## config.mk

```make
export PLATFORM = sky130hd
export DESIGN_NAME = alu_sequencer
export DESIGN_NICKNAME = d
export VERILOG_FILES = /design/src/rtl/alu_sequencer.sv
export SDC_FILE = /design/constraint.sdc
export NUM_CORES = 1
export LEC_CHECK = 0
export CORE_MARGIN = 2
export CORE_UTILIZATION = 33
export DETAILED_ROUTE_END_ITERATION = 7
export MAX_ROUTING_LAYER = met4
export PLACE_DENSITY = 0.68
export SKIP_CTS_REPAIR_TIMING = 1
export SYNTH_ARGS = -nofsm -noshare
export SYNTH_HDL_FRONTEND = slang
export SYNTH_SLANG_ARGS = --single-unit
```

## constraint.sdc

```tcl
create_clock -name clk -period 2.12 [get_ports clk]
set_input_delay 0.318 -clock clk [delete_from_list [all_inputs] [get_ports clk]]
set_output_delay 0.318 -clock clk [all_outputs]
set_load 0.02 [all_outputs]
```

## src/rtl/alu_sequencer.sv

```systemverilog
// alu_sequencer: accepts one RV32I R-type/I-type ALU instruction, drives the
// decoded operation to an external ALU for exactly one cycle, and returns the
// result through a valid/ready response handshake.
//
// Ports:
//   clk, rst                     clock, asynchronous active-low reset
//   in_valid/in_ready            instruction handshake (ready only in IDLE)
//   instr, rs1_val, rs2_val      instruction word and source operands
//   alu_a, alu_b, alu_control    operands/opcode to the external ALU (EXEC only)
//   alu_result/zero/overflow     values returned by the external ALU
//   out_valid/out_ready          response handshake
//   out_result/zero/overflow/illegal  response payload
//
// Configuration macro: ALU_SEQ_OVERFLOW_TRAP_EN
//   When defined, an overflowing ADD/SUB is reported as illegal with a zero
//   result and out_overflow=1. When undefined, the wrapped result is returned.
module alu_sequencer #(
  parameter int unsigned N = 32
) (
  input  logic         clk,
  input  logic         rst,
  input  logic         in_valid,
  output logic         in_ready,
  input  logic [31:0]  instr,
  input  logic [N-1:0] rs1_val,
  input  logic [N-1:0] rs2_val,
  output logic [N-1:0] alu_a,
  output logic [N-1:0] alu_b,
  output logic [3:0]   alu_control,
  input  logic [N-1:0] alu_result,
  input  logic         alu_overflow,
  input  logic         alu_zero,
  output logic         out_valid,
  input  logic         out_ready,
  output logic [N-1:0] out_result,
  output logic         out_zero,
  output logic         out_overflow,
  output logic         out_illegal
);

  localparam int unsigned CTRL_W = 4;

  typedef enum logic [CTRL_W-1:0] {
    ALU_NOP  = 4'b0000,
    ALU_AND  = 4'b0001,
    ALU_OR   = 4'b0010,
    ALU_XOR  = 4'b0011,
    ALU_SLL  = 4'b0101,
    ALU_SRL  = 4'b0110,
    ALU_SRA  = 4'b0111,
    ALU_ADD  = 4'b1000,
    ALU_SUB  = 4'b1100,
    ALU_SLT  = 4'b1101,
    ALU_SLTU = 4'b1111
  } alu_control_t;

  typedef enum logic [1:0] {
    IDLE = 2'd0,
    EXEC = 2'd1,
    RESP = 2'd2
  } state_t;

  localparam logic [6:0] OPC_R   = 7'b0110011;
  localparam logic [6:0] OPC_I   = 7'b0010011;
  localparam logic [6:0] F7_BASE = 7'b0000000;
  localparam logic [6:0] F7_ALT  = 7'b0100000;

  // Register fields the sequencer never looks at.
  logic unused_instr_bits;
  assign unused_instr_bits = ^{instr[19:15], instr[11:7]};

  logic [6:0] opcode;
  logic [2:0] funct3;
  logic [6:0] funct7;
  assign opcode = instr[6:0];
  assign funct3 = instr[14:12];
  assign funct7 = instr[31:25];

  // Instruction decode: legality, ALU code and operand b.
  logic         dec_legal;
  alu_control_t dec_ctrl;
  logic [N-1:0] dec_b;
  always_comb begin
    dec_legal = 1'b0;
    dec_ctrl  = ALU_NOP;
    dec_b     = '0;
    unique case (funct3)
      3'b000:  dec_ctrl = ALU_ADD;
      3'b001:  dec_ctrl = ALU_SLL;
      3'b010:  dec_ctrl = ALU_SLT;
      3'b011:  dec_ctrl = ALU_SLTU;
      3'b100:  dec_ctrl = ALU_XOR;
      3'b101:  dec_ctrl = ALU_SRL;
      3'b110:  dec_ctrl = ALU_OR;
      default: dec_ctrl = ALU_AND;
    endcase
    if (opcode == OPC_R) begin
      dec_b = rs2_val;
      if (funct7 == F7_BASE) begin
        dec_legal = 1'b1;
      end else if (funct7 == F7_ALT && (funct3 == 3'b000 || funct3 == 3'b101)) begin
        dec_legal = 1'b1;
        dec_ctrl  = (funct3 == 3'b000) ? ALU_SUB : ALU_SRA;
      end
    end else if (opcode == OPC_I) begin
      if (funct3 == 3'b001 || funct3 == 3'b101) begin
        // Shift-immediates: shamt zero-extended, upper bits select SRAI.
        dec_b = N'(instr[24:20]);
        if (funct7 == F7_BASE) begin
          dec_legal = 1'b1;
        end else if (funct7 == F7_ALT && funct3 == 3'b101) begin
          dec_legal = 1'b1;
          dec_ctrl  = ALU_SRA;
        end
      end else begin
        dec_legal = 1'b1;
        dec_b     = {{(N-12){instr[31]}}, instr[31:20]};
      end
    end
  end

  state_t       state_q, state_d;
  logic         in_ready_q, in_ready_d;
  logic [N-1:0] alu_a_q, alu_a_d;
  logic [N-1:0] alu_b_q, alu_b_d;
  logic [3:0]   alu_ctrl_q, alu_ctrl_d;
  logic         addsub_q, addsub_d;
  logic         out_valid_q, out_valid_d;
  logic [N-1:0] out_result_q, out_result_d;
  logic         out_zero_q, out_zero_d;
  logic         out_ovf_q, out_ovf_d;
  logic         out_ill_q, out_ill_d;

  // Next-state and registered-output logic.
  always_comb begin
    state_d      = state_q;
    in_ready_d   = in_ready_q;
    alu_a_d      = '0;
    alu_b_d      = '0;
    alu_ctrl_d   = ALU_NOP;
    addsub_d     = addsub_q;
    out_valid_d  = out_valid_q;
    out_result_d = out_result_q;
    out_zero_d   = out_zero_q;
    out_ovf_d    = out_ovf_q;
    out_ill_d    = out_ill_q;
    unique case (state_q)
      IDLE: begin
        if (in_valid) begin
          in_ready_d = 1'b0;
          if (dec_legal) begin
            state_d    = EXEC;
            alu_a_d    = rs1_val;
            alu_b_d    = dec_b;
            alu_ctrl_d = dec_ctrl;
            addsub_d   = (dec_ctrl == ALU_ADD) || (dec_ctrl == ALU_SUB);
          end else begin
            // Illegal: respond directly, the ALU is never driven.
            state_d      = RESP;
            out_valid_d  = 1'b1;
            out_result_d = '0;
            out_zero_d   = 1'b1;
            out_ovf_d    = 1'b0;
            out_ill_d    = 1'b1;
          end
        end
      end
      EXEC: begin
        state_d      = RESP;
        out_valid_d  = 1'b1;
        out_result_d = alu_result;
        out_zero_d   = alu_zero;
        out_ovf_d    = addsub_q & alu_overflow;
        out_ill_d    = 1'b0;
`ifdef ALU_SEQ_OVERFLOW_TRAP_EN
        if (addsub_q && alu_overflow) begin
          out_result_d = '0;
          out_zero_d   = 1'b1;
          out_ill_d    = 1'b1;
        end
`endif
      end
      RESP: begin
        if (out_ready) begin
          state_d     = IDLE;
          out_valid_d = 1'b0;
          in_ready_d  = 1'b1;
        end
      end
      default: begin
        state_d     = IDLE;
        in_ready_d  = 1'b1;
        out_valid_d = 1'b0;
      end
    endcase
  end

  // State and output registers.
  always_ff @(posedge clk or negedge rst) begin
    if (!rst) begin
      state_q      <= IDLE;
      in_ready_q   <= 1'b1;
      alu_a_q      <= '0;
      alu_b_q      <= '0;
      alu_ctrl_q   <= ALU_NOP;
      addsub_q     <= 1'b0;
      out_valid_q  <= 1'b0;
      out_result_q <= '0;
      out_zero_q   <= 1'b0;
      out_ovf_q    <= 1'b0;
      out_ill_q    <= 1'b0;
    end else begin
      state_q      <= state_d;
      in_ready_q   <= in_ready_d;
      alu_a_q      <= alu_a_d;
      alu_b_q      <= alu_b_d;
      alu_ctrl_q   <= alu_ctrl_d;
      addsub_q     <= addsub_d;
      out_valid_q  <= out_valid_d;
      out_result_q <= out_result_d;
      out_zero_q   <= out_zero_d;
      out_ovf_q    <= out_ovf_d;
      out_ill_q    <= out_ill_d;
    end
  end

  assign in_ready     = in_ready_q;
  assign alu_a        = alu_a_q;
  assign alu_b        = alu_b_q;
  assign alu_control  = alu_ctrl_q;
  assign out_valid    = out_valid_q;
  assign out_result   = out_result_q;
  assign out_zero     = out_zero_q;
  assign out_overflow = out_ovf_q;
  assign out_illegal  = out_ill_q;

endmodule

```

==> flow_metrics.py <==
metrics = {
    "status": {
        "status": "completed",
    },
    "drt": {
        "ant_nets": 0,
        "drt_wl_total_um": 11500,
        "vias": 3509,
        "wl_per_cell_um": 14.7,
        "drt_iter0_markers": 164,
        "drt_first_pass_iters": 6,
        "vias_per_cell": 4.49,
        "drc": 0,
    },
    "min_path": {
        "hold_depth": 1,
        "hp-class": "flip-flop to flip-flop",
        "worstHoldStart": "out_illegal",
        "hold_end": "out_illegal",
    },
    "grt": {
        "use_met2_pct": 28.6,
        "grt.busiest_layer": "met2",
        "grt_pass1_vias": 3696,
        "grt_start_max_net_pins": 42,
        "grt_pass1_wl_um": 17800,
        "grt_use_met3_pct": 5.97,
        "track_usage_pct": 17.8,
        "met1_usage_pct": 20.8,
        "grt-ovfl-total": 0,
        "antenna_found_initial": 0,
    },
    "die": {
        "coreArea_um2": 12500,
        "die_area_um2": 13500,
        "rows": 41,
        "die_h_um": 116,
        "boundaryPins": 239,
        "initial_core_util_pct": 33.4,
        "die_w_um": 116,
    },
    "synthesis": {
        "ys_warn_count": 0,
        "synth_flop_cell": "dfrtp_1",
        "synth_area_um2": 4170,
        "post-synth-top-area-fraction_pct": 64.2,
        "yosysMostFrequentCell": "dfrtp_1",
        "ys_ff_latch": 108,
        "synth_commonest_cells": "dfrtp_1 (107), nand2_1 (70), and2_1 (32)",
        "yosys.cell_types.count": 38,
        "syn_area_per_cell_um2": 11.8,
        "synthCells": 354,
        "synth_edf_count": 0,
        "yosysSeqAreaShare_pct": 64.9,
        "synth_area_leaders": "dfrtp_1 (64%), nand2_1 (6.3%), and2_1 (4.8%)",
        "synth.net_count": 488,
        "synth_top_area_cell": "dfrtp_1",
        "async_flop_share_pct": 100,
    },
    "layout": {
        "diodes": 0,
        "drive_gt1_share_pct": 12.8,
        "area_delta_synth_final_pct": 72.0,
        "final_area_um2": 7170,
        "regArea_um2": 2700,
        "fin_cells": 782,
        "nets": 739,
        "multi_input_area_um2": 1330,
        "fillers": 1093,
    },
    "setup_path": {
        "cp.arrival_ns": 2.26,
        "timing_worst_setup_path_type": "primary input to flip-flop",
        "start_kind": "primary input",
        "crit_path_max_fanout": 10,
        "reg2reg_to": "alu_b[27]",
        "worstPathRequired_ns": 2.38,
        "end_kind": "flip-flop",
        "rr_worst_depth": 7,
        "r2r_start": "state_q[1]",
        "r2r_setup_slack_ns": 0.46,
    },
    "timing": {
        "period_share_pct": 94.1,
        "hold_viol": 0,
        "rsz0062_at_grt": "no",
        "setup_viol_count_final": 0,
        "worstMarginPinSlew_ns": 0.499,
        "maxSlewHeadroom_pct": 66.7,
        "fmax_mhz": 501,
        "finClkSkew_ns": 0.00847,
        "drv_slew": 0,
        "min_period_ns": 1.99,
    },
    "cts": {
        "clk_path_buf_depth": 2,
        "cts_tree": "built",
        "cts.sinks": 108,
        "cts_made_buffers": 9,
        "path_clk_slew_ns": 0.06,
        "clkLatencyLatePin_ns": 0.35,
        "cts_root_buffer": "clkbuf_16",
        "htree_levels": 3,
    },
    "placement": {
        "place_area_um2": 6850,
        "dp_cells": 765,
        "portBuffers": 228,
        "place_congestion": 0.794,
        "dp_hpwl_um": 8810,
    },
    "run": {
        "maxCapViolCount": 0,
    },
    "power": {
        "p_leak_nw": 3.09,
        "p_per_area_nw_per_um2": 593,
        "peakVddDrop_mv": 0.425,
    },
}
## area by class of cell
cell class                      count  area share, %
Sequential cell                   108           37.7
Timing Repair Buffer              260           36.2
Multi-Input combinational cell    223           18.6
Clock buffer                       10           3.33
Tap cell                          172           3.00
Clock inverter                      6          0.960
Inverter                            3          0.157
## kinds of logic after synthesis
logic type,Yosys count,synth area share [%]
flip-flops,108,64.9
buffers and inverters,23,3.21
XOR/XNOR,1,0.210
AO/OA/AOI/OAI,74,13.5
multiplexers,5,1.20
AND/OR/NAND/NOR,143,17.0
## cell usage in the layout (no fill, tap or decap), types with 3 or more instances in the layout
| cell type | synthesis | layout |
|---|---|---|
| a21oi_1 | 3 | 3 |
| a22oi_1 | 6 | 6 |
| and2_1 | 32 | 32 |
| buf_12 | 0 | 6 |
| buf_4 | 2 | 26 |
| clkbuf_16 | 0 | 9 |
| clkdlybuf4s50_1 | 0 | 227 |
| dfrtp_1 | 107 | 107 |
| mux2i_1 | 5 | 5 |
| nand2_1 | 70 | 70 |
| nand2b_1 | 6 | 6 |
| nor2_1 | 15 | 15 |
| nor3_1 | 6 | 6 |
| o21a_1 | 23 | 23 |
| o21ai_0 | 6 | 6 |
| o21ai_1 | 9 | 9 |
| o21ai_2 | 20 | 20 |
## report_power, final
group | internal, mW | total, mW | switching [mW]
registers | 2.08 | 2.09 | 0.0123
logic | 0.284 | 0.450 | 0.166
clock network | 0.957 | 1.71 | 0.756
total | 3.32 | 4.25 | 0.934
## per-stage QoR
step | hold WS [ns] | util [%] | power (mW) | setup TNS (ns) | setup slack, ns
after floorplan | 0.0224 | - | 2.23 | 0 | 0.258
after global placement | 0.321 | 55.0 | 2.58 | -17.46 | -0.204
after detailed placement | 0.324 | 55.0 | 2.58 | -19.13 | -0.235
after CTS | -0.0555 | 57.4 | 4.32 | 0 | 0.123
after global routing | 0.504 | 57.5 | 4.45 | 0 | 0.0630
final | 0.491 | 57.5 | 4.25 | 0 | 0.126
## critical path: stages
cell and delay (ns):
clkdlybuf4s50_1 0.42, or4_4 0.57, o32ai_4 0.22, and3_2 0.25, a21oi_4 0.11, buf_4 0.21
o21ai_1 0.15
## worst max path at each step
stage,start,slack [ns],to,depth (start not counted)
2_1_floorplan,instr[25],0.26,out_illegal,6
3_3_place_gp,instr[25],-0.20,out_result[14],7
3_5_place_dp,instr[25],-0.23,alu_b[22],8
4_1_cts,instr[25],0.12,out_result[20],7
5_1_grt,instr[25],0.06,alu_b[27],8
6_report,instr[25],0.13,out_result[20],7
## layer usage
layer / wire length, um / vias to the layer above
li1: - / 1669
met4: 148 / 0
met5: 0 / -
met2: 5490 / 156
met1: 4780 / 1672
met3: 1110 / 12
## state kept, by name (all words and copies together), names as in the netlist
name	flops
out_valid	1
out_zero	1
alu_a	32
alu_b	32
out_illegal	1
out_overflow	1
state_q	2
out_result	32
addsub_q	1
alu_control	4
in_ready	1
Note: power is estimated with default switching activity, not from simulation.
==> variant, RTL diff (config.mk and constraints unchanged) <==
The option `ALU_SEQ_OVERFLOW_TRAP_EN` is turned on by a define.
--- a/src/rtl/alu_sequencer.sv
+++ b/src/rtl/alu_sequencer.sv
@@ -16,2 +16,4 @@
 //   result and out_overflow=1. When undefined, the wrapped result is returned.
+`define ALU_SEQ_OVERFLOW_TRAP_EN
+
 module alu_sequencer #(
Behaviour: not the same (Yosys sat finds a counterexample within 4 cycles, from zero or initial values and one cycle with rst low).
==> variant against the original RTL <==
  * Critical path depth up 1
  * Area after synthesis fell by 5.1%
  * Sequential cell count stayed put
  * Power shrank 1.5%
  * Register-to-register slack gained 0.04 ns
  * Clock skew down 0.0016 ns
  * Design area decreased by 4.7%
  * Routed wire length shrank 5.0%
  * Sequential share of layout area increased by 1.9 points
  * Setup slack worse by 0.12 ns
  * Critical path type unchanged
==> variant: results (changes against the original RTL) <==
Parameter                              Value

Outcome
  Run status    finished clean

Placement
  Placer's final routability congestion estimate    0.824 (+3.7%)
  Dpl ws    -0.308 ns (-0.0730 ns)
  Cell count after placement    681 (-11%)
  HPWL after DPL    8150 um (-7.5%)
  Cell area after placement    6490 um^2 (-5.2%)

CTS
  H-Tree Depth    3 (unchanged)
  Cts bufs inserted    9 (unchanged)
  Worst-skew pair later-pin latency    0.34 ns

Final layout
  Clock buffer count in the final layout    11 (+1)
  Inverter count of the layout excluding clock inverters    6 (+3)
  Fillers    974 (-11%)
  Clk tree area frac    4.29% (-0.0074 points)
  Total area of sequential cells    2700 um^2 (unchanged)
  Net count, final    686 (-7.2%)
  Share of final-layout standard cells stronger than drive strength 1    7.91% (-4.9 points)
  Post-synthesis to final-layout area growth    72.7%
  Multi-input gate share of the layout cell area    16.5% (-2.1 points)
  Multi-In Gates    177 (-21%)
  Data buffer area share    36.7% (+0.44 points)
  Count of antenna diodes in the layout    0 (unchanged)
  Non-clock buffer count    250 (-3.8%)

Worst hold path
  Min-Delay Path Class    input pin to async pin

Logic synthesis
  Number of nets in the synthesized netlist    443 (-9.2%)
  Number of unique standard cell types used by synthesis    36 (-5.3%)
  Cell count after synthesis    309 (-13%)
  Yosys warns    0 (unchanged)
  Fraction of the yosys area taken by sequential cells    68.4% (+3.5 points)
  Most used standard cells in the synthesized netlist    sky130_fd_sc_hd__dfrtp_1 (107), sky130_fd_sc_hd__a22o_1 (32), sky130_fd_sc_hd__and2_1 (32)
  Synth top area cells    sky130_fd_sc_hd__dfrtp_1 (68%), sky130_fd_sc_hd__a22o_1 (7.1%), sky130_fd_sc_hd__and2_1 (5.1%)

Critical path
  Worst flop-to-flop path endpoint    out_result[19]
  Maximum net fanout on the critical path    18 (+8)
  Depth of the worst register-to-register path    5 (-2)
  Cell at the slowest stage of the critical path    sky130_fd_sc_hd__or4_4
  R2R setup slack    0.50 ns (+0.04 ns)
  Source of the critical timing path    instr[29]
  Critical path data arrival time    2.39 ns (+0.13 ns)

GRT
  Via count of the first global-routing pass    3441 (-6.9%)
  Wire length of the first global-routing pass    17300 um (-2.8%)
  Maximum number of pins on one net before global-route repair    54 (+29%)
  Gr usage total    17.7% (-0.098 points)

STA
  Worst setup skew after layout    0.00687 ns (-0.00160 ns)
  Transition time of the tightest slew-check pin    0.399 ns (-0.100 ns)
  Final period utilization    99.8% (+5.7 points)
  Finish-stage setup viols    0 (unchanged)
  Worst slack on hold paths    0.435 ns (-0.0562 ns)

Routing
  Vias/cell    4.66 (+3.9%)
  Post-detailed-routing wire length    10900 um (-5.0%)
  Detailed-routing iteration count for the pre-antenna-repair pass    4 (-2)
  Per-cell routed wire length    15.7 um (+6.2%)
  Number of DRC violations after detailed-routing iteration 0    146 (-11%)

Power
  Leakage power total    3.05 nW (-1.3%)
  Switching power as a share of total power    21.2% (-0.77 points)
  Worst-case vdd ir drop    0.501 mV (+18%)

Die
  Core Rows    39 (-4.9%)
-- variant: cell count changes in the layout (fill, tap and decap cells not counted), moves of 3 or more --
cell	before	now
sky130_fd_sc_hd__nand2_1	70	23
sky130_fd_sc_hd__a21oi_1	3	26
sky130_fd_sc_hd__buf_12	6	3
sky130_fd_sc_hd__a22o_1	0	32
sky130_fd_sc_hd__o21ai_2	20	0
sky130_fd_sc_hd__buf_4	26	18
sky130_fd_sc_hd__o21a_1	23	2
sky130_fd_sc_hd__o21ai_1	9	1
sky130_fd_sc_hd__inv_1	2	5
-- variant: cells by family after synthesis --
family / count (synthesis) / synth area share (%)
flops: 108 / 68.4
simple gates: 93 / 12.7
compound gates: 77 / 13.9
buf+inv: 24 / 3.23
mux: 6 / 1.55
xor+xnor: 1 / 0.221
-- variant: how the worst max path moves through the flow --
stage / to / slack (ns) / cells past startpoint
after floorplan: addsub_q / 0.16 / 6
after global placement: addsub_q / -0.26 / 7
after detailed placement: out_result[13] / -0.31 / 7
after CTS: out_result[13] / 0.05 / 7
after global routing: out_result[20] / -0.03 / 8
final: out_result[19] / 0.005 / 8
-- variant: routing by layer --
layer  GRT usage, %  up-vias  wire (um)
met2           28.2      138       5400
met3           5.37       26        803
met4           6.91        0        301
li1               -     1545          -
met5              -        -          0
met1           21.3     1551       4450
-- variant: power by group through the flow --
stage	clock (mW)	combinational (mW)	sequential, mW
2_1_floorplan	0	0.0977	2.14
3_3_place_gp	0	0.440	2.13
3_5_place_dp	0	0.443	2.13
4_1_cts	1.71	0.446	2.09
5_1_grt	1.80	0.494	2.09
6_report	1.64	0.455	2.09
-- variant: worst max-delay path: cells and delay by family --
family / cells / cell delay [ns]
AOI/OAI and AO/OA: 3 / 0.54
buffers and inverters: 3 / 0.74
and+or+nand+nor: 2 / 0.78
